## src/rtl/mips_multicycle_controller.sv

```systemverilog
// rtl/mips_multicycle_controller.sv - multi-cycle MIPS control FSM with memory wait-state watchdog
module mips_multicycle_controller #(
  parameter int WAIT_LIMIT = 15
) (
  input  logic       clk,
  input  logic       reset,
  input  logic [5:0] opcode,
  input  logic [5:0] function_code,
  input  logic       zero,
  input  logic       mem_ready,
  output logic [2:0] select_bits_ALU,
  output logic       shift,
  output logic       sltu,
  output logic       alu_src_a,
  output logic [1:0] alu_src_b,
  output logic       mem_read,
  output logic       mem_write,
  output logic       i_or_d,
  output logic       ir_write,
  output logic       reg_write,
  output logic       reg_dst,
  output logic       mem_to_reg,
  output logic [1:0] pc_source,
  output logic       pc_en,
  output logic       instr_done,
  output logic       illegal_instr,
  output logic       mem_timeout,
  output logic [3:0] state
);

  typedef enum logic [3:0] {
    S_FETCH     = 4'd0,
    S_DECODE    = 4'd1,
    S_MEM_ADDR  = 4'd2,
    S_MEM_READ  = 4'd3,
    S_MEM_WB    = 4'd4,
    S_MEM_WRITE = 4'd5,
    S_R_EXEC    = 4'd6,
    S_R_WB      = 4'd7,
    S_BRANCH    = 4'd8,
    S_JUMP      = 4'd9,
    S_I_EXEC    = 4'd10,
    S_I_WB      = 4'd11,
    S_ILLEGAL   = 4'd12,
    S_RESET     = 4'd13
  } state_t;

  localparam int CW = $clog2(WAIT_LIMIT + 1);

  state_t          state_q, state_d;
  logic [CW-1:0]   wait_cnt;
  logic            mem_state, timeout_now;
  logic            pc_write, pc_write_cond, branch_ne;
  logic            r_legal, r_sltu;
  logic [2:0]      r_sel;

  assign mem_state   = (state_q == S_FETCH) || (state_q == S_MEM_READ) || (state_q == S_MEM_WRITE);
  // Abort on the WAIT_LIMIT-th consecutive cycle without mem_ready; a late ready still completes.
  assign timeout_now = mem_state && !mem_ready && (wait_cnt == CW'(WAIT_LIMIT - 1));
  assign branch_ne   = (opcode == 6'b000101);
  assign shift       = select_bits_ALU[2] & select_bits_ALU[1];
  assign pc_en       = pc_write | (pc_write_cond & (zero ^ branch_ne));
  assign state       = state_q;

  always_ff @(posedge clk or posedge reset) begin
    if (reset) begin
      state_q     <= S_RESET;
      wait_cnt    <= '0;
      mem_timeout <= 1'b0;
    end else begin
      state_q <= state_d;
      if (timeout_now)
        mem_timeout <= 1'b1;
      if (mem_state && !mem_ready && !timeout_now)
        wait_cnt <= wait_cnt + CW'(1);
      else
        wait_cnt <= '0;
    end
  end

  always_comb begin
    r_legal = 1'b1;
    r_sel   = 3'b000;
    r_sltu  = 1'b0;
    case (function_code)
      6'b100000, 6'b100001: r_sel = 3'b000;
      6'b100010, 6'b100011: r_sel = 3'b001;
      6'b100100:            r_sel = 3'b010;
      6'b100101:            r_sel = 3'b011;
      6'b100111:            r_sel = 3'b100;
      6'b101011: begin
        r_sel  = 3'b101;
        r_sltu = 1'b1;
      end
      6'b000000:            r_sel = 3'b110;
      6'b000010:            r_sel = 3'b111;
      default:              r_legal = 1'b0;
    endcase
  end

  always_comb begin
    state_d         = S_FETCH;
    select_bits_ALU = 3'b000;
    sltu            = 1'b0;
    alu_src_a       = 1'b0;
    alu_src_b       = 2'b00;
    mem_read        = 1'b0;
    mem_write       = 1'b0;
    i_or_d          = 1'b0;
    ir_write        = 1'b0;
    reg_write       = 1'b0;
    reg_dst         = 1'b0;
    mem_to_reg      = 1'b0;
    pc_source       = 2'b00;
    pc_write        = 1'b0;
    pc_write_cond   = 1'b0;
    instr_done      = 1'b0;
    illegal_instr   = 1'b0;
    case (state_q)
      S_FETCH: begin
        mem_read  = 1'b1;
        alu_src_b = 2'b01;
        ir_write  = mem_ready;
        pc_write  = mem_ready;
        if (mem_ready)        state_d = S_DECODE;
        else if (timeout_now) state_d = S_ILLEGAL;
        else                  state_d = S_FETCH;
      end
      S_DECODE: begin
        alu_src_b = 2'b11;
        case (opcode)
          6'b000000:            state_d = S_R_EXEC;
          6'b100011, 6'b101011: state_d = S_MEM_ADDR;
          6'b000100, 6'b000101: state_d = S_BRANCH;
          6'b001000:            state_d = S_I_EXEC;
          6'b000010:            state_d = S_JUMP;
          default:              state_d = S_ILLEGAL;
        endcase
      end
      S_R_EXEC: begin
        alu_src_a       = 1'b1;
        select_bits_ALU = r_sel;
        sltu            = r_sltu;
        state_d         = r_legal ? S_R_WB : S_ILLEGAL;
      end
      S_R_WB: begin
        alu_src_a       = 1'b1;
        select_bits_ALU = r_sel;
        sltu            = r_sltu;
        reg_write       = 1'b1;
        reg_dst         = 1'b1;
        instr_done      = 1'b1;
      end
      S_MEM_ADDR: begin
        alu_src_a = 1'b1;
        alu_src_b = 2'b10;
        state_d   = (opcode == 6'b101011) ? S_MEM_WRITE : S_MEM_READ;
      end
      S_MEM_READ: begin
        mem_read = 1'b1;
        i_or_d   = 1'b1;
        if (mem_ready)        state_d = S_MEM_WB;
        else if (timeout_now) state_d = S_ILLEGAL;
        else                  state_d = S_MEM_READ;
      end
      S_MEM_WB: begin
        reg_write  = 1'b1;
        mem_to_reg = 1'b1;
        instr_done = 1'b1;
      end
      S_MEM_WRITE: begin
        mem_write  = 1'b1;
        i_or_d     = 1'b1;
        instr_done = mem_ready;
        if (mem_ready)        state_d = S_FETCH;
        else if (timeout_now) state_d = S_ILLEGAL;
        else                  state_d = S_MEM_WRITE;
      end
      S_BRANCH: begin
        alu_src_a       = 1'b1;
        select_bits_ALU = 3'b001;
        pc_source       = 2'b01;
        pc_write_cond   = 1'b1;
        instr_done      = 1'b1;
      end
      S_JUMP: begin
        pc_source  = 2'b10;
        pc_write   = 1'b1;
        instr_done = 1'b1;
      end
      S_I_EXEC: begin
        alu_src_a = 1'b1;
        alu_src_b = 2'b10;
        state_d   = S_I_WB;
      end
      S_I_WB: begin
        reg_write  = 1'b1;
        instr_done = 1'b1;
      end
      S_ILLEGAL: illegal_instr = 1'b1;
      default:   state_d = S_FETCH;
    endcase
  end

endmodule

```

## config.mk

```make
export PLATFORM = sky130hd
export DESIGN_NAME = mips_multicycle_controller
export DESIGN_NICKNAME = d
export VERILOG_FILES = /design/src/rtl/mips_multicycle_controller.sv
export SDC_FILE = /design/constraint.sdc
export NUM_CORES = 1
export LEC_CHECK = 0
export CORE_AREA = 2 2 53 55
export DETAILED_ROUTE_END_ITERATION = 10
export DIE_AREA = 0 0 55 57
export GPL_ROUTABILITY_DRIVEN = 0
export GPL_TIMING_DRIVEN = 0
export PLACE_DENSITY = 0.74
export SYNTH_ARGS = -nofsm -noshare
export SYNTH_HDL_FRONTEND = slang
export SYNTH_SLANG_ARGS = --single-unit
```

## constraint.sdc

```tcl
create_clock -name clk -period 2.2 [get_ports clk]
set_clock_uncertainty 0.1 [all_clocks]
set_input_delay 0.66 -clock clk [delete_from_list [all_inputs] [get_ports clk]]
set_output_delay 0.66 -clock clk [all_outputs]
set_load 0.1 [all_outputs]
```

# ---- After elaboration in Yosys (flattened, before gate mapping)
# Index checks and enable logic that the tools add are counted.
dict set report op_classes {
  bitwise_logic 4
  n_reduce_logical 21
  eq_ne 28
  n_addsub 1
  muxes 30
}
# operator n
set op_table {}
lappend op_table {{== test 6 bit (second input constant)} 10}
lappend op_table {{2-to-1 mux 4 bit} 8}
lappend op_table {{one-hot mux 4 bit (7 select lines)} 1}
lappend op_table {{== test 4 bit (second input constant)} 6}
lappend op_table {{one-hot mux 3 bit (7 select lines)} 1}
lappend op_table {{one-hot mux 4 bit (5 select lines)} 1}
lappend op_table {{== test 4 x 3 -> 1 bit (second input constant)} 4}
lappend op_table {{OR reduction 2 bit} 7}
lappend op_table {{2-to-1 mux 1 bit} 13}
lappend op_table {{== test 6 x 2 -> 1 bit (second input constant)} 2}
lappend op_table {{== test 6 x 3 -> 1 bit (second input constant)} 2}
lappend op_table {{zero test 6 bit} 2}
lappend op_table {{OR reduction 10 bit} 1}
lappend op_table {{OR reduction 5 bit} 2}
lappend op_table {{== test 4 x 2 -> 1 bit (second input constant)} 2}
lappend op_table {{== test 6 x 4 -> 1 bit (second input constant)} 1}
lappend op_table {{one-hot mux 2 bit (3 select lines)} 1}
lappend op_table {{one-hot mux 3 bit (2 select lines)} 1}
lappend op_table {{adder 4 x 1 -> 4 bit (second input constant)} 1}
lappend op_table {{== test 4 x 1 -> 1 bit (second input constant)} 1}
lappend op_table {{zero test 4 bit} 1}
lappend op_table {{one-hot mux 1 bit (2 select lines)} 2}
lappend op_table {{one-hot mux 2 bit (2 select lines)} 1}
lappend op_table {{logical AND 1 bit} 3}
lappend op_table {{7 further kinds} 10}
dict set report word_totals {
  regBits 9
  wordCells 87
  inputBits 16
  out_inout_bits 25
}

# ---- Depth between registers and ports, before layout
dict set report depth {
  word_depth 8
  depth_mapped 6
  depth_no_buf 6
}

# ---- Worst setup path before layout
# OpenSTA, ideal clock, no wires.
dict set report synth_path {
  path_type {reg2out}
  startpoint {reg state_q[2], in the netlist state[2]}
  endpoint {out shift}
  path_buffers 1
  slack_ns -3.101
  required_time_ns 1.440
  arrival_time_ns 4.541
  path_stages_with_launch 6
  cell_sequence {dfstp_2 -> buf_2 -> nor2b_1 -> nand3b_1 -> nor3_1 -> and2_1}
}
dict set report synth_between {
  elab_chain_cells 4
  elab_cells_between_ends 6
  classes_between {eq/ne: 3; mux: 1; bitwise: 1; reduce/logical: 1}
}
# element line_no
set synth_lines {}
lappend synth_lines {{from (decl)} 50} ;# state_t state_q, state_d;
lappend synth_lines {{from (signal assigned)} 71} ;# state_q <= state_d;
lappend synth_lines {{== test 4 x 3 -> 1 bit} 119} ;# case (state_q)
lappend synth_lines {{OR reduction 2 bit (no source line)} -}
lappend synth_lines {{one-hot mux 3 bit (2 select lines) *} 119}
lappend synth_lines {{via select_bits_ALU[1]} 11} ;# output logic [2:0] select_bits_ALU,
lappend synth_lines {{bitwise AND 1 bit *} 61} ;# assign shift = select_bits_ALU[2] & select_bits_ALU[1];
lappend synth_lines {{to (decl)} 12} ;# output logic shift,
# The timed path passes the listed nets; every way through them passes the cells marked *.

# ---- Worst setup path in the final report
dict set report layout_path {
  startpoint {in opcode[5]}
  endpoint {out pc_en}
}
dict set report layout_between {
  elab_chain_cells 4
}
# element line_no
set layout_lines {}
lappend layout_lines {{from (decl)} 7} ;# input logic [5:0] opcode,
lappend layout_lines {{== test 6 x 3 -> 1 bit} 60} ;# assign branch_ne = (opcode == 6'b000101);
lappend layout_lines {{XOR 1 bit} 62} ;# assign pc_en = pc_write | (pc_write_cond & (zero ^ branch_ne));
lappend layout_lines {{bitwise AND 1 bit} 62}
lappend layout_lines {{OR 1 bit} 62}
lappend layout_lines {{to (decl)} 24} ;# output logic pc_en,
# Every way passes these cells.

==> flow_metrics.tcl <==
set metrics [dict create \
    max-cap-violations 0 \
    path_cells "buf_8 -> or3_4 -> nor3_2 -> xor2_1 -> o211ai_1 -> o21ai_4 -> buf_12" \
    crit_fanout 3 \
    postSynthCellCount 130 \
    synth_fa_ha_area_share_pct 2.681 \
    arrival_ps 1970 \
    root_buffer "clkbuf_4" \
    crit_path_top_delay_cell "or3_4" \
    synthFlopType "dfrtp_1" \
    synth_area_um2 933.4 \
    ys_ff_latch 9 \
    core_area_mm2 0.002615 \
    clk-insertion-delay-late_ps 260 \
    critPathKind "in2out" \
    die_area_mm2 0.003135 \
    synth_simple_gate_area_share_pct 40.75 \
    nets 218 \
    avgViaCountPerCell 5.500 \
    critPathMaxStageDelay_ps 390 \
    timing.final.ws_setup_ps -534.1 \
    synth_cell_types 40 \
    ys_seq_area_share_pct 24.53 \
    clock_sinks 9 \
    synth_mux_area_share_pct 0 \
    wl_met2_um 1924 \
    cp-start-kind "input pin" \
    antenna_found_initial 0 \
    fin_area_mm2 0.002183 \
    vias 1265 \
    rsz0062_at_grt "true" \
    cts_max_level 1 \
    drtIter0Drc 51 \
    status "finished with violations" \
    drive_gt1_share_pct 58.79 \
    setup_viol 20 \
    fin_crit_sh_pct 124.3 \
    synthXorXnorAreaFrac_pct 5.630 \
    final_hold_viol_count 0 \
    diodes 0 \
    ys_async_sr_fraction_pct 100.0 \
    hpwl_um 2317 \
    hp-class "reg2reg" \
    maxSlewHeadroom_pct 63.68 \
    worstPathRequired_ps 1440 \
    drc 0 \
    grt_usage_pct 22.88 \
    grt_pass1_vias 1147 \
    grt_max_degree 11 \
    met1_length_um 1417 \
    grt_overflow 0 \
    synth_area_per_cell_um2 7.180 \
    synth_compound_area_share_pct 21.18 \
    ant_nets 0 \
    synth_area_leaders "dfrtp_1, nor2_1, dfstp_2" \
    cts_buffers 3 \
    grt_pass1_wl_um 5285 \
    crit_path_end_kind "primary output" \
    ys.warnings.count 0 \
    syn_to_final_growth_pct 133.9 \
    tightestPinTransition_ps 547.3 \
    cts_tree "built" \
    clk_pin_slew_worst_paths_ps 60 \
    holdWs_ps 362.6 \
    yosysTopAreaCellShare_pct 16.09 \
    dpl-instance-area_mm2 0.001608 \
    die_w_um 55 \
    io_pins 41 \
    die_height_um 57 \
    synth_nets 148 \
    synth_edf_count 0 \
    wl_per_cell_um 15.83 \
    fmax_mhz 365.8 \
    synth_top_family_by_area "simple AND/OR/NAND/NOR gates" \
    violations "setup timing" \
    rows 19 \
    min_period_ps 2734 \
    io_buffers 39 \
    synth_area_leader_cell "dfrtp_1" \
    top_layer_used "met4" \
    start_util_pct 35.69 \
    finalMaxSlewViolations 0 \
    cts_max_path_buffers 2 \
    wirelength_um 3642 \
    met3_length_um 247 \
    hold_buffers 0 \
    drtPass1Iterations 4 \
]
cells by family (layout without fill, tap and decap cells):
kind of cell             Yosys count  in the layout
buffers and inverters             12             81
XOR/XNOR                           6              6
AND/OR/NAND/NOR                   73             73
AO/OA/AOI/OAI                     28             28
adder cells (fa/ha/maj)            2              2
flip-flops                         9              9
layer usage:
metal  vias up  track usage, %
met4         0           1.045
met2        47           41.33
met1       604           29.22
met5         -               0
met3         8           4.188
li1        606               -
sequential cells by signal, indices dropped and copies added, names as in the netlist:
name,flops
wait_cnt,4
state,4
mem_timeout,1
path summary, 6_finish.rpt:
path | start | end | slack, ps | cells past startpoint
hold / removal | mem_timeout$_DFFE_PP0P_ | mem_timeout$_DFFE_PP0P_ | 360 | 1
min in group asynchronous | reset | mem_timeout$_DFFE_PP0P_ | 570 | 2
hold reg to reg | mem_timeout$_DFFE_PP0P_ | mem_timeout$_DFFE_PP0P_ | 360 | 1
max in group asynchronous | reset | state[0]$_DFF_PP1_ | 1130 | 2
setup / recovery | opcode[5] | pc_en | -530 | 7
setup reg to reg | state[2]$_DFF_PP1_ | state[0]$_DFF_PP1_ | 80 | 8
placed cells by master, fill, tap and decap left out, types with 3 or more instances in the layout:
cell type	Yosys	routed
buf_8	0	5
nor3_4	0	4
buf_6	0	16
dfstp_4	0	3
a21oi_1	6	5
nor2_1	27	16
a211o_1	3	3
nand2_1	7	3
clkbuf_4	0	3
inv_1	6	5
nor2_4	1	12
buf_12	0	19
o31ai_1	3	3
dlygate4sd2_1	0	4
buf_2	3	4
nor3_1	10	5
buf_4	0	17
dfrtp_1	6	5
nand3_1	5	5
what timing repair did:
item                       in CTS  in global routing
setup endpoints to repair      26                 22
pin swaps                      16                 10
resized for setup             273                 19
setup buffers                  19                 11
per-stage QoR:
| stage | util [%] | cells | worst slack (ps) | setup TNS [ps] |
|---|---|---|---|---|
| global route | 83.49 | 230 | -632.2 | -5891 |
| CTS | 79.09 | 222 | -488.9 | -5467 |
| detailed placement | 61.48 | 200 | -1935 | -24500 |
| floorplan | - | 130 | -1139 | -8233 |
| finish | 83.49 | 230 | -534.1 | -5047 |
| global placement | 61.48 | 200 | -1907 | -23980 |
layout make-up:
cell class | instances | area, µm²
well taps | 31 | 38.79
clock buffers | 4 | 26.28
inverters | 6 | 22.52
multi-input cells | 109 | 975.9
flip-flops and latches | 9 | 244.0
repair buffers | 67 | 823.3
fillers | 130 | 431.7
plain buffers | 4 | 52.55
worst max-delay path: cells and delay by family:
family / cells / cell delay, ps
xor gates and xnor gates: 1 / 240
AOI/OAI and AO/OA: 2 / 260
and+or+nand+nor: 2 / 530
buffers and inverters: 2 / 280
cells in the mapped netlist, types with 2 or more instances:
cell,n
nor2_1,27
nor3_1,10
nand2_1,7
a21oi_1,6
dfrtp_1,6
inv_1,6
nand3_1,5
nand2b_1,4
or2_2,4
xnor2_1,4
a211o_1,3
and3_1,3
buf_2,3
dfstp_2,3
o21ai_0,3
o31ai_1,3
clkbuf_1,2
ha_1,2
nand3b_1,2
nor4b_1,2
o211ai_1,2
o21a_1,2
o22ai_1,2
or3_1,2
xor2_1,2
Power is left out: the tool's default activity adds up to more than one toggle a clock period on the data nets, which glitch-free logic cannot reach.
